$ cat config.mk
export PLATFORM = sky130hd
export DESIGN_NAME = blink_monitor
export DESIGN_NICKNAME = d
export VERILOG_FILES = /design/src/rtl/blink_monitor.sv
export SDC_FILE = /design/constraint.sdc
export NUM_CORES = 1
export LEC_CHECK = 0
export BUFFER_PORTS_ARGS = -buffer_cell sky130_fd_sc_hd__buf_2
export CORE_ASPECT_RATIO = 0.5
export CORE_MARGIN = 8
export CORE_UTILIZATION = 58
export DETAILED_ROUTE_END_ITERATION = 10
export GPL_TIMING_DRIVEN = 0
export MAX_ROUTING_LAYER = met4
export PLACE_DENSITY = 0.89
export SKIP_CTS_REPAIR_TIMING = 1
export SYNTH_ARGS = -nofsm -noshare
export SYNTH_HDL_FRONTEND = slang
export SYNTH_SLANG_ARGS = --single-unit
$ cat constraint.sdc
create_clock -name clk -period 2.6 [get_ports clk]
set_input_delay 0.26 -clock clk [delete_from_list [all_inputs] [get_ports clk]]
set_output_delay 0.26 -clock clk [all_outputs]
set_load 0.03 [all_outputs]
$ cat src/rtl/blink_monitor.sv
// Blink line checker: synchronizes an async toggle line, measures toggle intervals and flags a stuck line.
// Edge is seen two clocks after sampling; all outputs registered one clock later. No backpressure.
module blink_monitor #(
  parameter int unsigned CLK_FREQ    = 25_000_000,
  parameter int unsigned HALF_PERIOD = CLK_FREQ / 10,
  parameter int unsigned TOLERANCE   = HALF_PERIOD / 8,
  parameter int unsigned TIMEOUT     = 4 * HALF_PERIOD
) (
  input  logic        clk,
  input  logic        rst,
  input  logic        blink_in,
  output logic [31:0] period,
  output logic        period_valid,
  output logic        in_range,
  output logic        stuck,
  output logic [15:0] toggles
);

  localparam logic [31:0] TIMEOUT_W = TIMEOUT;
  localparam logic [31:0] RANGE_LO  = HALF_PERIOD - TOLERANCE;
  localparam logic [31:0] RANGE_HI  = HALF_PERIOD + TOLERANCE;

  typedef enum logic [1:0] {
    IDLE  = 2'd0,
    MEAS  = 2'd1,
    STUCK = 2'd2
  } state_t;

  state_t      state, state_n;
  logic        s1, s2, prev;
  logic        edge_det;
  logic        at_timeout;
  logic [31:0] cnt;

  logic [31:0] period_n;
  logic        period_valid_n;
  logic        in_range_n;
  logic        stuck_n;
  logic [15:0] toggles_n;

  // s1/s2 form the synchronizer; prev holds the last synchronized level
  always_ff @(posedge clk) begin
    if (rst) begin
      s1   <= 1'b0;
      s2   <= 1'b0;
      prev <= 1'b0;
    end else begin
      s1   <= blink_in;
      s2   <= s1;
      prev <= s2;
    end
  end

  assign edge_det   = s2 ^ prev;
  assign at_timeout = (cnt == TIMEOUT_W);

  always_ff @(posedge clk) begin
    if (rst) begin
      cnt <= '0;
    end else if (edge_det) begin
      cnt <= 32'd1;
    end else if (!at_timeout) begin
      cnt <= cnt + 32'd1;
    end
  end

  always_comb begin
    state_n        = state;
    period_n       = period;
    period_valid_n = 1'b0;
    in_range_n     = in_range;
    stuck_n        = stuck;
    toggles_n      = toggles;

    if (edge_det) begin
      toggles_n = toggles + 16'd1;
    end

    // an edge coinciding with the timeout takes priority over declaring stuck
    unique case (state)
      IDLE: begin
        if (edge_det) begin
          state_n = MEAS;
        end else if (at_timeout) begin
          state_n    = STUCK;
          stuck_n    = 1'b1;
          in_range_n = 1'b0;
        end
      end
      MEAS: begin
        if (edge_det) begin
          period_n       = cnt;
          period_valid_n = 1'b1;
          in_range_n     = (cnt >= RANGE_LO) && (cnt <= RANGE_HI);
        end else if (at_timeout) begin
          state_n    = STUCK;
          stuck_n    = 1'b1;
          in_range_n = 1'b0;
        end
      end
      STUCK: begin
        // recovering edge only re-arms: its interval is unknown
        if (edge_det) begin
          state_n = MEAS;
          stuck_n = 1'b0;
        end
      end
      default: begin
        state_n = IDLE;
      end
    endcase
  end

  always_ff @(posedge clk) begin
    if (rst) begin
      state        <= IDLE;
      period       <= '0;
      period_valid <= 1'b0;
      in_range     <= 1'b0;
      stuck        <= 1'b0;
      toggles      <= '0;
    end else begin
      state        <= state_n;
      period       <= period_n;
      period_valid <= period_valid_n;
      in_range     <= in_range_n;
      stuck        <= stuck_n;
      toggles      <= toggles_n;
    end
  end

endmodule
==> results.py <==
metrics = {
    "setup_path": {
        "cpPeakStageDelay_ns": 0.60,
        "critical_path.slowest_cell": "sky130_fd_sc_hd__nor4_1",
        "r2r_setup_slack_ns": 0.43,
        "cp-end-kind": "register",
        "arrival_ns": 2.40,
        "timing.rr.start": "cnt[26]$_SDFFE_PP0N_",
        "critPathRequiredTime_ns": 2.83,
        "r2r-end": "stuck$_SDFFE_PP0P_",
        "cp-start-kind": "register",
        "worst_r2r_path_depth": 5,
        "path_cells": "nor4_1 -> nand3_1 -> nor3_4 -> a21oi_1 -> a2111oi_2",
        "crit_fanout": 7,
        "critPathKind": "reg2reg",
    },
    "sta": {
        "finalCritPeriodShare": 0.833,
        "fin_crit_ns": 2.17,
        "finalHoldWorstSlack_ns": 0.135,
        "post-route-worst-setup-slack_ns": 0.435,
        "slew_viol_final": 0,
        "setup_tns_ns": 0,
        "timing.fmax_mhz": 462,
        "slew-limit-headroom": 0.579,
        "finalSetupViolCount": 0,
        "grt_setup_unrepaired": "false",
        "finalHoldViolCount": 0,
        "worst_slew_pin_slew_ns": 0.625,
        "skew_ns": 0.00785,
    },
    "yosys": {
        "synth_top_cells_by_count": "sky130_fd_sc_hd__dfxtp_1, sky130_fd_sc_hd__nand2_1, sky130_fd_sc_hd__a21oi_1",
        "synth.most_common_cell": "sky130_fd_sc_hd__dfxtp_1",
        "ys.warnings.count": 0,
        "post_synth_inst_count": 462,
        "synth_top_cell_by_area": "sky130_fd_sc_hd__dfxtp_1",
        "synth.lib_cells_used.distinct": 46,
        "postSynthRegisterBits": 88,
        "postSynthAreaPerCell_um2": 8.28,
        "synth_ff_type": "sky130_fd_sc_hd__dfxtp_1",
        "async_reset_ff_frac": 0,
        "post-synth-top-area-fraction": 0.461,
        "ys_seq_area_frac": 0.461,
        "post_synth_instance_area_um2": 3820,
        "syn-num-nets": 468,
        "post_synth_main_area_contributors": "sky130_fd_sc_hd__dfxtp_1, sky130_fd_sc_hd__nand2_1, sky130_fd_sc_hd__a21oi_1, sky130_fd_sc_hd__xor2_1, sky130_fd_sc_hd__nor2_1",
        "synth_enable_flop_cells": 0,
    },
    "placement": {
        "place_congestion": 0.877,
        "dp_hpwl_mm": 6.29,
        "dp_worst_setup_slack_ns": 0.506,
        "postPlaceCellArea_um2": 4210,
        "dp_cells": 607,
        "port-buffer-count": 53,
    },
    "final_layout": {
        "design.final.nets": 532,
        "antennaDiodeCount": 0,
        "fin_util": 0.697,
        "layout.cell_area.non_filler_um2": 4560,
        "finish.cell_count_without_fillers": 623,
        "area_delta_synth_final_pct": 19.2,
        "drive_above_1_share": 0.185,
    },
    "pwr": {
        "power.total_mw": 2.96,
        "power_per_cell_area_nw_per_um2": 649,
        "peakVddDrop_mv": 0.317,
        "cellLeakagePower_nw": 1.75,
    },
    "grt": {
        "number_of_global_route_vias_before_repair": 3213,
        "global_route.overflow_total": 0,
        "grtUsageTotal": 0.199,
        "grt_pass1_wl_mm": 14.8,
        "grt_antenna_before_repair": 0,
        "grt_start_max_net_pins": 16,
    },
    "routing": {
        "drtIter0Drc": 201,
        "drt_drc_violations_left": 0,
        "ant_nets": 0,
        "route.detailed.vias_per_inst": 5.44,
        "routed-via-count": 3387,
        "drt-total-wl_mm": 8.87,
        "drt_pre_antenna_iters": 4,
        "drt-wirelength-per-cell_um": 14.2,
    },
    "hold_path": {
        "hold_path.class": "in2reg",
        "min_to": "s1$_SDFF_PP0_",
        "worstHoldStart": "blink_in",
        "instance_count_along_the_most_critical_hold_path": 2,
    },
    "clock_network": {
        "clk_pin_slew_ns": 0.06,
        "cts_tree": "yes",
        "clockRootBuffer": "sky130_fd_sc_hd__clkbuf_16",
        "clock_buffers_created_by_tritoncts": 9,
        "worstSkewPairLatency_ns": 0.34,
        "cts.sink_count": 88,
        "cts.htree.levels": 3,
        "clockBufferDepth": 2,
    },
    "die": {
        "initial_core_util": 0.585,
        "die-height_um": 73.4,
        "rows": 21,
        "fp.coreArea_um2": 6540,
        "dieArea_um2": 9610,
        "dieWidth_um": 131,
        "design.portCount": 54,
    },
    "run_status": {
        "status": "finished, final reports clean",
    },
    "flow_run": {
        "max_cap_viol_count": 0,
    },
}
==> final cells by class <==
type | count | area (um2)
Multi-Input combinational cell | 337 | 1900
Clock buffer | 10 | 239
Buffer | 29 | 136
Clock inverter | 6 | 115
Fill cell | 485 | 1980
Inverter | 8 | 30.0
Tap cell | 92 | 115
Timing Repair Buffer | 53 | 265
Sequential cell | 88 | 1760
==> power by group <==
| group | switching, mW | internal (mW) | total [mW] |
|---|---|---|---|
| Combinational | 0.0604 | 0.0231 | 0.0836 |
| Clock | 0.534 | 0.970 | 1.50 |
| Sequential | 0.0136 | 1.36 | 1.37 |
| Total | 0.608 | 2.35 | 2.96 |
==> sequential cells by signal (all words and copies together) (netlist names) <==
register      cells
s1                1
toggles          16
cnt              32
in_range          1
s2                1
prev              1
state             2
period           32
stuck             1
period_valid      1
==> critical path, delay by kind of cell, from the launching register on <==
| kind | cells | cell delay (ns) |
|---|---|---|
| AND/OR/NAND/NOR | 3 | 1.25 |
| AO/OA/AOI/OAI | 2 | 0.45 |
| flip-flops | 1 | 0.36 |
==> per-layer routing <==
metal	up-vias	wire [um]	share of wire	track usage
met5	-	0	0	-
met1	1593	3850	0.43	0.218
met2	80	4320	0.49	0.345
met4	0	150	0.017	0.0719
met3	15	538	0.061	0.0521
li1	1699	-	-	-
==> cell usage in the layout, fill, tap and decap left out, drive strengths merged, types with 2 or more instances in the layout <==
cell | synthesis | routed
or3 | 10 | 10
clkbuf | 12 | 22
bufinv | 0 | 3
nor2b | 5 | 5
inv | 8 | 9
and2 | 2 | 2
nor2 | 50 | 50
dfxtp | 88 | 88
or4 | 2 | 2
xor2 | 26 | 26
buf | 17 | 70
nor3 | 8 | 8
nand4b | 2 | 2
nor4b | 2 | 2
nand2 | 85 | 85
o21ai | 12 | 12
and4 | 4 | 4
or2 | 2 | 2
ha | 3 | 3
nor4 | 3 | 3
nand4 | 19 | 19
and3 | 7 | 7
nand2b | 5 | 5
xnor2 | 13 | 13
a21oi | 50 | 50
nand3 | 16 | 16
==> cell families after synthesis <==
group	synth area share
AOI/OAI and AO/OA	0.0985
muxes	0.00262
buffers and inverters	0.0435
adders and majority gates	0.00981
DFF	0.461
and+or+nand+nor	0.291
xor gates and xnor gates	0.0942
==> worst max path at each step <==
stage / startpoint / end / cells past startpoint
2_1_floorplan: toggles[2]$_SDFFE_PP0N_ / toggles[15]$_SDFFE_PP0N_ / 5
3_3_place_gp: cnt[26]$_SDFFE_PP0N_ / in_range$_SDFFE_PP0P_ / 5
3_5_place_dp: cnt[26]$_SDFFE_PP0N_ / stuck$_SDFFE_PP0P_ / 5
4_1_cts: cnt[28]$_SDFFE_PP0N_ / stuck$_SDFFE_PP0P_ / 5
5_1_grt: cnt[28]$_SDFFE_PP0N_ / stuck$_SDFFE_PP0P_ / 5
6_report: cnt[26]$_SDFFE_PP0N_ / stuck$_SDFFE_PP0P_ / 5
Note: power is estimated with default switching activity, not from simulation.
